`src/rtl/bsg_front_side_bus_hop_out_no_fc.sv`:
```
// Front-side bus hop-out stage without flow control.
// Merges a pass-through flit stream with a local injection FIFO into one
// registered output. Pass-through has strict priority and is always accepted.
// Optional macro BSG_FSB_HOP_OUT_STALL_COUNT_EN enables a saturating counter of
// cycles where local traffic was blocked by pass-through traffic.
module bsg_front_side_bus_hop_out_no_fc #(
  parameter int unsigned width_p     = 16,
  parameter int unsigned local_els_p = 2
) (
  input  logic               clk_i,
  input  logic               reset_i,
  input  logic [width_p-1:0] data_i,
  input  logic               v_i,
  input  logic [width_p-1:0] local_data_i,
  input  logic               local_v_i,
  output logic               local_ready_o,
  output logic [width_p-1:0] data_o,
  output logic               v_o,
  output logic [15:0]        stall_count_o
);

  localparam int unsigned ptr_w_lp = (local_els_p > 1) ? $clog2(local_els_p) : 1;
  localparam int unsigned cnt_w_lp = $clog2(local_els_p + 1);
  localparam logic [ptr_w_lp-1:0] last_ptr_lp = ptr_w_lp'(local_els_p - 1);
  localparam logic [cnt_w_lp-1:0] full_cnt_lp = cnt_w_lp'(local_els_p);

  logic [width_p-1:0]  mem_q [local_els_p];
  logic [ptr_w_lp-1:0] rptr_q, rptr_d;
  logic [ptr_w_lp-1:0] wptr_q, wptr_d;
  logic [cnt_w_lp-1:0] cnt_q, cnt_d;
  logic                v_q, v_d;
  logic [width_p-1:0]  data_q, data_d;

  logic fifo_empty;
  logic fifo_full;
  logic enq;
  logic deq;

  // Occupancy counter keeps full and empty distinct at any depth.
  assign fifo_empty = (cnt_q == '0);
  assign fifo_full  = (cnt_q == full_cnt_lp);

  // Ready comes only from registered occupancy; held low while in reset.
  assign local_ready_o = ~fifo_full & ~reset_i;

  // A full FIFO never enqueues, even when the head leaves this cycle.
  assign enq = local_v_i & local_ready_o;
  // The head only leaves when the pass-through slot is idle.
  assign deq = ~v_i & ~fifo_empty;

  function automatic logic [ptr_w_lp-1:0] next_ptr(input logic [ptr_w_lp-1:0] p);
    next_ptr = (p == last_ptr_lp) ? '0 : p + ptr_w_lp'(1);
  endfunction

  // Next-state for FIFO pointers, occupancy and the output register.
  always_comb begin
    rptr_d = rptr_q;
    wptr_d = wptr_q;
    cnt_d  = cnt_q;
    v_d    = v_i | ~fifo_empty;
    data_d = data_q;

    if (enq) wptr_d = next_ptr(wptr_q);
    if (deq) rptr_d = next_ptr(rptr_q);

    unique case ({enq, deq})
      2'b10:   cnt_d = cnt_q + cnt_w_lp'(1);
      2'b01:   cnt_d = cnt_q - cnt_w_lp'(1);
      default: cnt_d = cnt_q;
    endcase

    if (v_i) begin
      data_d = data_i;
    end else if (~fifo_empty) begin
      data_d = mem_q[rptr_q];
    end
  end

  // Control state with synchronous reset; buffered flits are discarded.
  always_ff @(posedge clk_i) begin
    if (reset_i) begin
      rptr_q <= '0;
      wptr_q <= '0;
      cnt_q  <= '0;
      v_q    <= 1'b0;
    end else begin
      rptr_q <= rptr_d;
      wptr_q <= wptr_d;
      cnt_q  <= cnt_d;
      v_q    <= v_d;
    end
  end

  // Output data register is not reset; it holds when nothing is sent.
  always_ff @(posedge clk_i) begin
    data_q <= data_d;
  end

  // FIFO storage write; never bypasses to the output in the same cycle.
  always_ff @(posedge clk_i) begin
    if (enq) mem_q[wptr_q] <= local_data_i;
  end

  assign v_o    = v_q;
  assign data_o = data_q;

`ifdef BSG_FSB_HOP_OUT_STALL_COUNT_EN
  logic [15:0] stall_q, stall_d;

  // Count cycles where a waiting local flit lost to pass-through; saturates.
  always_comb begin
    stall_d = stall_q;
    if (v_i && !fifo_empty && (stall_q != 16'hFFFF)) begin
      stall_d = stall_q + 16'd1;
    end
  end

  // Stall counter register; cleared only by reset.
  always_ff @(posedge clk_i) begin
    if (reset_i) stall_q <= '0;
    else         stall_q <= stall_d;
  end

  assign stall_count_o = stall_q;
`else
  assign stall_count_o = '0;
`endif

endmodule

```
`config.mk`:
```
export PLATFORM = sky130hd
export DESIGN_NAME = bsg_front_side_bus_hop_out_no_fc
export DESIGN_NICKNAME = d
export VERILOG_FILES = /design/src/rtl/bsg_front_side_bus_hop_out_no_fc.sv
export SDC_FILE = /design/constraint.sdc
export NUM_CORES = 1
export LEC_CHECK = 0
export BUFFER_PORTS_ARGS = -buffer_cell sky130_fd_sc_hd__buf_2
export CAP_MARGIN = 20
export CORE_MARGIN = 2
export CORE_UTILIZATION = 48
export DETAILED_ROUTE_END_ITERATION = 16
export MAX_ROUTING_LAYER = met4
export PLACE_DENSITY = 0.76
export SLEW_MARGIN = 40
export SYNTH_ARGS = -nofsm -noshare
export SYNTH_HDL_FRONTEND = slang
export SYNTH_SLANG_ARGS = --single-unit
```
`constraint.sdc`:
```
create_clock -name clk_i -period 3.17 [get_ports clk_i]
set_clock_uncertainty 0.2 [all_clocks]
set_input_delay 0.634 -clock clk_i [delete_from_list [all_inputs] [get_ports clk_i]]
set_output_delay 0.634 -clock clk_i [all_outputs]
set_load 0.02 [all_outputs]
```
==> impl_metrics.tcl, run 1 <==
set metrics [dict create \
    multiInputGateArea_um2 494 \
    wirelength_mm 3.15 \
    finalSetupTns_ps 0 \
    synthAdderAreaFrac 0.00582 \
    cts_setup_buffers 0 \
    finalSetupViolations 0 \
    fin_ws_ps 1180 \
    via_count 1191 \
    hpwl_mm 2.34 \
    synth_compound_area_frac 0.0535 \
    async_reset_ff_frac 0 \
    hold-path-cell-count 2 \
    synth_xor_area_frac 0.00814 \
    fin_nets 240 \
    cts_hold_buf 0 \
    worst_setup_path_start_kind "input pin" \
    drt_iter0_drc 32 \
    grt_usage 0.129 \
    finalMaxSlewViolations 0 \
    clkTransAtPathRegs_ps 80 \
    maxCapViolCount 0 \
    endpoint_kind "register" \
    gr-total-overflow 0 \
    ys_seq_area_frac 0.726 \
    ys_types 18 \
    post-route-period-util 0.628 \
    hp-class "reg -> reg" \
    yosys_warnings 0 \
    initial_core_util 0.497 \
    clk_latency_ps 290 \
    drcViolationCount 0 \
    num-fill-cells 353 \
    irDropWorstVdd_mv 0.374 \
    gp_congestion 0.827 \
    finish.utilization 0.580 \
    rsz0062_at_grt "false" \
    cp.required_ps 3200 \
    first_pass_iters 4 \
    htree_levels 2 \
    syn_area_mm2 0.00215 \
    port_buffers 53 \
    cts_made_buffers 5 \
    outcome "complete, no violations" \
    hold_viol 0 \
    io_pins 70 \
    power.leakage_nw 0.983 \
    whs_ps 313 \
    grt_max_degree 37 \
    antenna_found_initial 0 \
    avgSynthCellArea_um2 14.4 \
    finalPower_mw 1.75 \
    synth_top_family_by_area "multiplexers" \
    dp.cells 248 \
    yosys.area_share.simple 0.0599 \
    clockRootBuffer "clkbuf_8" \
    worstMarginPinSlew_ps 711 \
    drtAntennaViolNets 0 \
    stdcell_count 256 \
    drive_gt1_frac 0.309 \
    die-area_mm2 0.00503 \
    period_minus_slack_ps 1990 \
    p_per_area_mw_per_mm2 697 \
    dpl_worst_slack_ps 892 \
    synthCells 149 \
    r2r_cells 5 \
    cts_tree "built" \
    synth_edf_count 48 \
    antenna_cells 0 \
    ctsResizeCount 0 \
    clock.fmax_ghz 0.503 \
    regArea_mm2 0.00156 \
    viasPerCell 4.65 \
    rows 24 \
    final_area_mm2 0.00251 \
    ys_seq_elements 54 \
    maxSlewHeadroom 0.526 \
    die_width_um 70.9 \
    cp.arrival_ps 2020 \
    critical_path_class "in -> reg" \
    dpl_cell_area_mm2 0.00240 \
    routedWlPerCell_um 12.3 \
    grt_pass1_vias 1004 \
    ys.flop_type "edfxtp_1" \
    grt_pass1_wl_mm 4.74 \
    die-height_um 70.9 \
    areaGrowthSynthToFinish_pct 16.6 \
    synthMuxAreaShare 0.0745 \
    coreArea_mm2 0.00432 \
    cts.path.max_buffers 2 \
    cp_max_fo 8 \
    clock-sinks 54 \
]
cell usage in the layout (no fill, tap or decap), types with 2 or more instances in the layout:
cell and n:
a21oi_1 4, buf_2 53, clkbuf_8 5, clkinv_2 2, conb_1 16, dfxtp_1 5, edfxtp_1 48, mux2i_1 16
nand2_1 16, nor2_1 5, nor2b_1 2, o21ai_0 19, or3_1 5
flip-flops by register name, indices dropped and copies added (netlist names), named ones only:
register and cells:
mem_q 32, data_o 16, cnt_q 2, rptr_q 1, v_o 1, wptr_q 1
kinds of logic (layout without fill, tap and decap cells):
kind of cell,count (synthesis),in the layout
AOI/OAI and AO/OA,23,23
other,1,16
buffers and inverters,23,63
adders and majority gates,1,1
DFF,54,54
xor gates and xnor gates,2,2
muxes,16,16
and+or+nand+nor,29,29
report_power, final:
| group | leakage (nW) | internal, mW | switching, mW |
|---|---|---|---|
| sequential | 0.506 | 0.905 | 0.0590 |
| clock | 0.0579 | 0.232 | 0.196 |
| combinational | 0.420 | 0.133 | 0.223 |
synthesized netlist by cell type, types with 2 or more instances:
| master | instances | area [µm²] |
|---|---|---|
| mux2i_1 | 16 | 160 |
| nand2_1 | 16 | 60.1 |
| edfxtp_1 | 48 | 1440 |
| a21oi_1 | 4 | 20.0 |
| or3_1 | 5 | 31.3 |
| clkbuf_1 | 4 | 15.0 |
| o21ai_0 | 19 | 95.1 |
| nor2b_1 | 2 | 12.5 |
| nor2_1 | 5 | 18.8 |
| buf_4 | 17 | 128 |
| dfxtp_1 | 6 | 120 |
metal layers:
| layer | share of wire | up-vias | global-route usage |
|---|---|---|---|
| met5 | 0 | - | - |
| met4 | 0.0060 | 0 | 0.0377 |
| met3 | 0.069 | 2 | 0.0470 |
| met2 | 0.48 | 49 | 0.194 |
| met1 | 0.44 | 527 | 0.168 |
| li1 | - | 613 | - |
layout make-up:
cell class	instances	share of cell area
clock buffers	5	0.0274
flip-flops and latches	54	0.623
inverters	1	0.00150
repair buffers	54	0.109
multi-input cells	87	0.197
clock inverters	3	0.0160
well taps	52	0.0259
path summary, 6_finish.rpt:
check	to	slack, ps	startpoint
setup / recovery	cnt_q[1]	1180	reset_i
hold / removal	wptr_q	310	wptr_q
setup reg to reg	cnt_q[1]	1190	cnt_q[0]
hold reg to reg	wptr_q	310	wptr_q
worst max-delay path, cell delays in order:
cell     delay, ps
buf_2          150
or3_1          400
ha_1           350
or3_1          350
a21oi_1        130
(Power assumes the default switching activity.)
==> run 2, diff against run 1 <==
- clock period: 3.17 -> 2 ns (I/O delays scaled with it)
==> impl_metrics.tcl, run 2 (synthesis results as in run 1) <==
set metrics [dict create \
    via_count 1201 \
    cts.path.max_buffers 2 \
    io_pins 70 \
    outcome "complete, no violations" \
    min-delay-start "local_data_i[14]" \
    clockRootBuffer "clkbuf_8" \
    coreArea_mm2 0.00432 \
    clk_latency_ps 300 \
    critical_path_class "reg -> reg" \
    cts_hold_buf 0 \
    hp-class "in -> reg" \
    drtAntennaViolNets 0 \
    die_width_um 70.9 \
    clock.fmax_ghz 0.532 \
    period_minus_slack_ps 1880 \
    port_buffers 53 \
    grt_usage 0.145 \
    grt_pass1_vias 1163 \
    die-area_mm2 0.00503 \
    drive_gt1_frac 0.338 \
    cts_tree "built" \
    maxSlewHeadroom 0.590 \
    cpPeakStageDelay_ps 360 \
    dpl_worst_slack_ps -6.26 \
    cts_made_buffers 5 \
    cp-startpoint "cnt_q[1]" \
    finalSetupViolations 0 \
    post-route-period-util 0.939 \
    initial_core_util 0.497 \
    worstMarginPinSlew_ps 616 \
    cp.arrival_ps 1910 \
    regArea_mm2 0.00156 \
    finalSetupTns_ps 0 \
    clock-sinks 54 \
    whs_ps 81.4 \
    rows 24 \
    power.leakage_nw 1.01 \
    top_register "mem_q" \
    wirelength_mm 3.36 \
    areaGrowthSynthToFinish_pct 19.8 \
    routedWlPerCell_um 12.8 \
    finalMaxSlewViolations 0 \
    final_cell_mix "buf_2, edfxtp_1, o21ai_0" \
    gp_congestion 0.813 \
    finalPower_mw 2.74 \
    cp.required_ps 2030 \
    drcViolationCount 0 \
    ctsResizeCount 0 \
    largest_reg_flops 32 \
    grt_max_degree 35 \
    htree_levels 2 \
    maxCapViolCount 0 \
    reg2reg_from "cnt_q[1]" \
    endpoint_kind "register" \
    fin_nets 246 \
    final_common_cell "buf_2" \
    slowest_stage "or3_4" \
    gr-total-overflow 0 \
    num-fill-cells 356 \
    worst_setup_path_start_kind "register" \
    viasPerCell 4.58 \
    hpwl_mm 2.52 \
    hold_viol 0 \
    cp_max_fo 5 \
    path_cells "nor2b_1 -> or3_4 -> ha_4 -> or3_1 -> a21oi_1" \
    first_pass_iters 4 \
    grt_pass1_wl_mm 5.35 \
    cts_setup_buffers 0 \
    antenna_cells 0 \
    fin_ws_ps 121 \
    multiInputGateArea_um2 514 \
    finish.utilization 0.596 \
    antenna_found_initial 0 \
    clkTransAtPathRegs_ps 100 \
    p_per_area_mw_per_mm2 1060 \
    drt_iter0_drc 47 \
    irDropWorstVdd_mv 0.540 \
    die-height_um 70.9 \
]
run 2: final cells by class:
cell class	count	share of cell area
clock inverter	3	0.00825
tap	52	0.0252
multi-input combinational	87	0.200
timing repair buffer	60	0.133
inverter	1	0.00146
clock buffer	5	0.0267
sequential	54	0.606
run 2: per-stage QoR:
step | cells | area [µm²]
finish | 262 | 2580
global route | 262 | 2580
CTS | 262 | 2560
detailed placement | 254 | 2470
global placement | 254 | 2470
floorplan | 164 | 2210
run 2: final timing paths:
path	end	slack, ps	cells past startpoint
hold / removal	mem_q[1][14]	80	1
hold reg to reg	wptr_q	320	2
setup reg to reg	cnt_q[1]	120	5
setup / recovery	cnt_q[1]	120	5
run 2: per-layer routing:
| metal | part of all wire | GRT usage | up-vias |
|---|---|---|---|
| li1 | - | - | 622 |
| met1 | 0.46 | 0.195 | 534 |
| met2 | 0.47 | 0.217 | 40 |
| met3 | 0.056 | 0.0328 | 5 |
| met4 | 0.014 | 0.0566 | 0 |
| met5 | 0 | - | - |
run 2: critical path: cells and delay by family, from the launching register on:
kind | cells | cell delay (ps)
AO/OA/AOI/OAI | 1 | 140
flip-flops | 1 | 340
adder cells (fa/ha/maj) | 1 | 260
AND/OR/NAND/NOR | 3 | 880
run 2: where the power goes:
part | leakage (nW) | internal (mW) | switching (mW)
clock network | 0.0441 | 0.246 | 0.339
registers | 0.505 | 1.43 | 0.0443
logic | 0.457 | 0.255 | 0.418
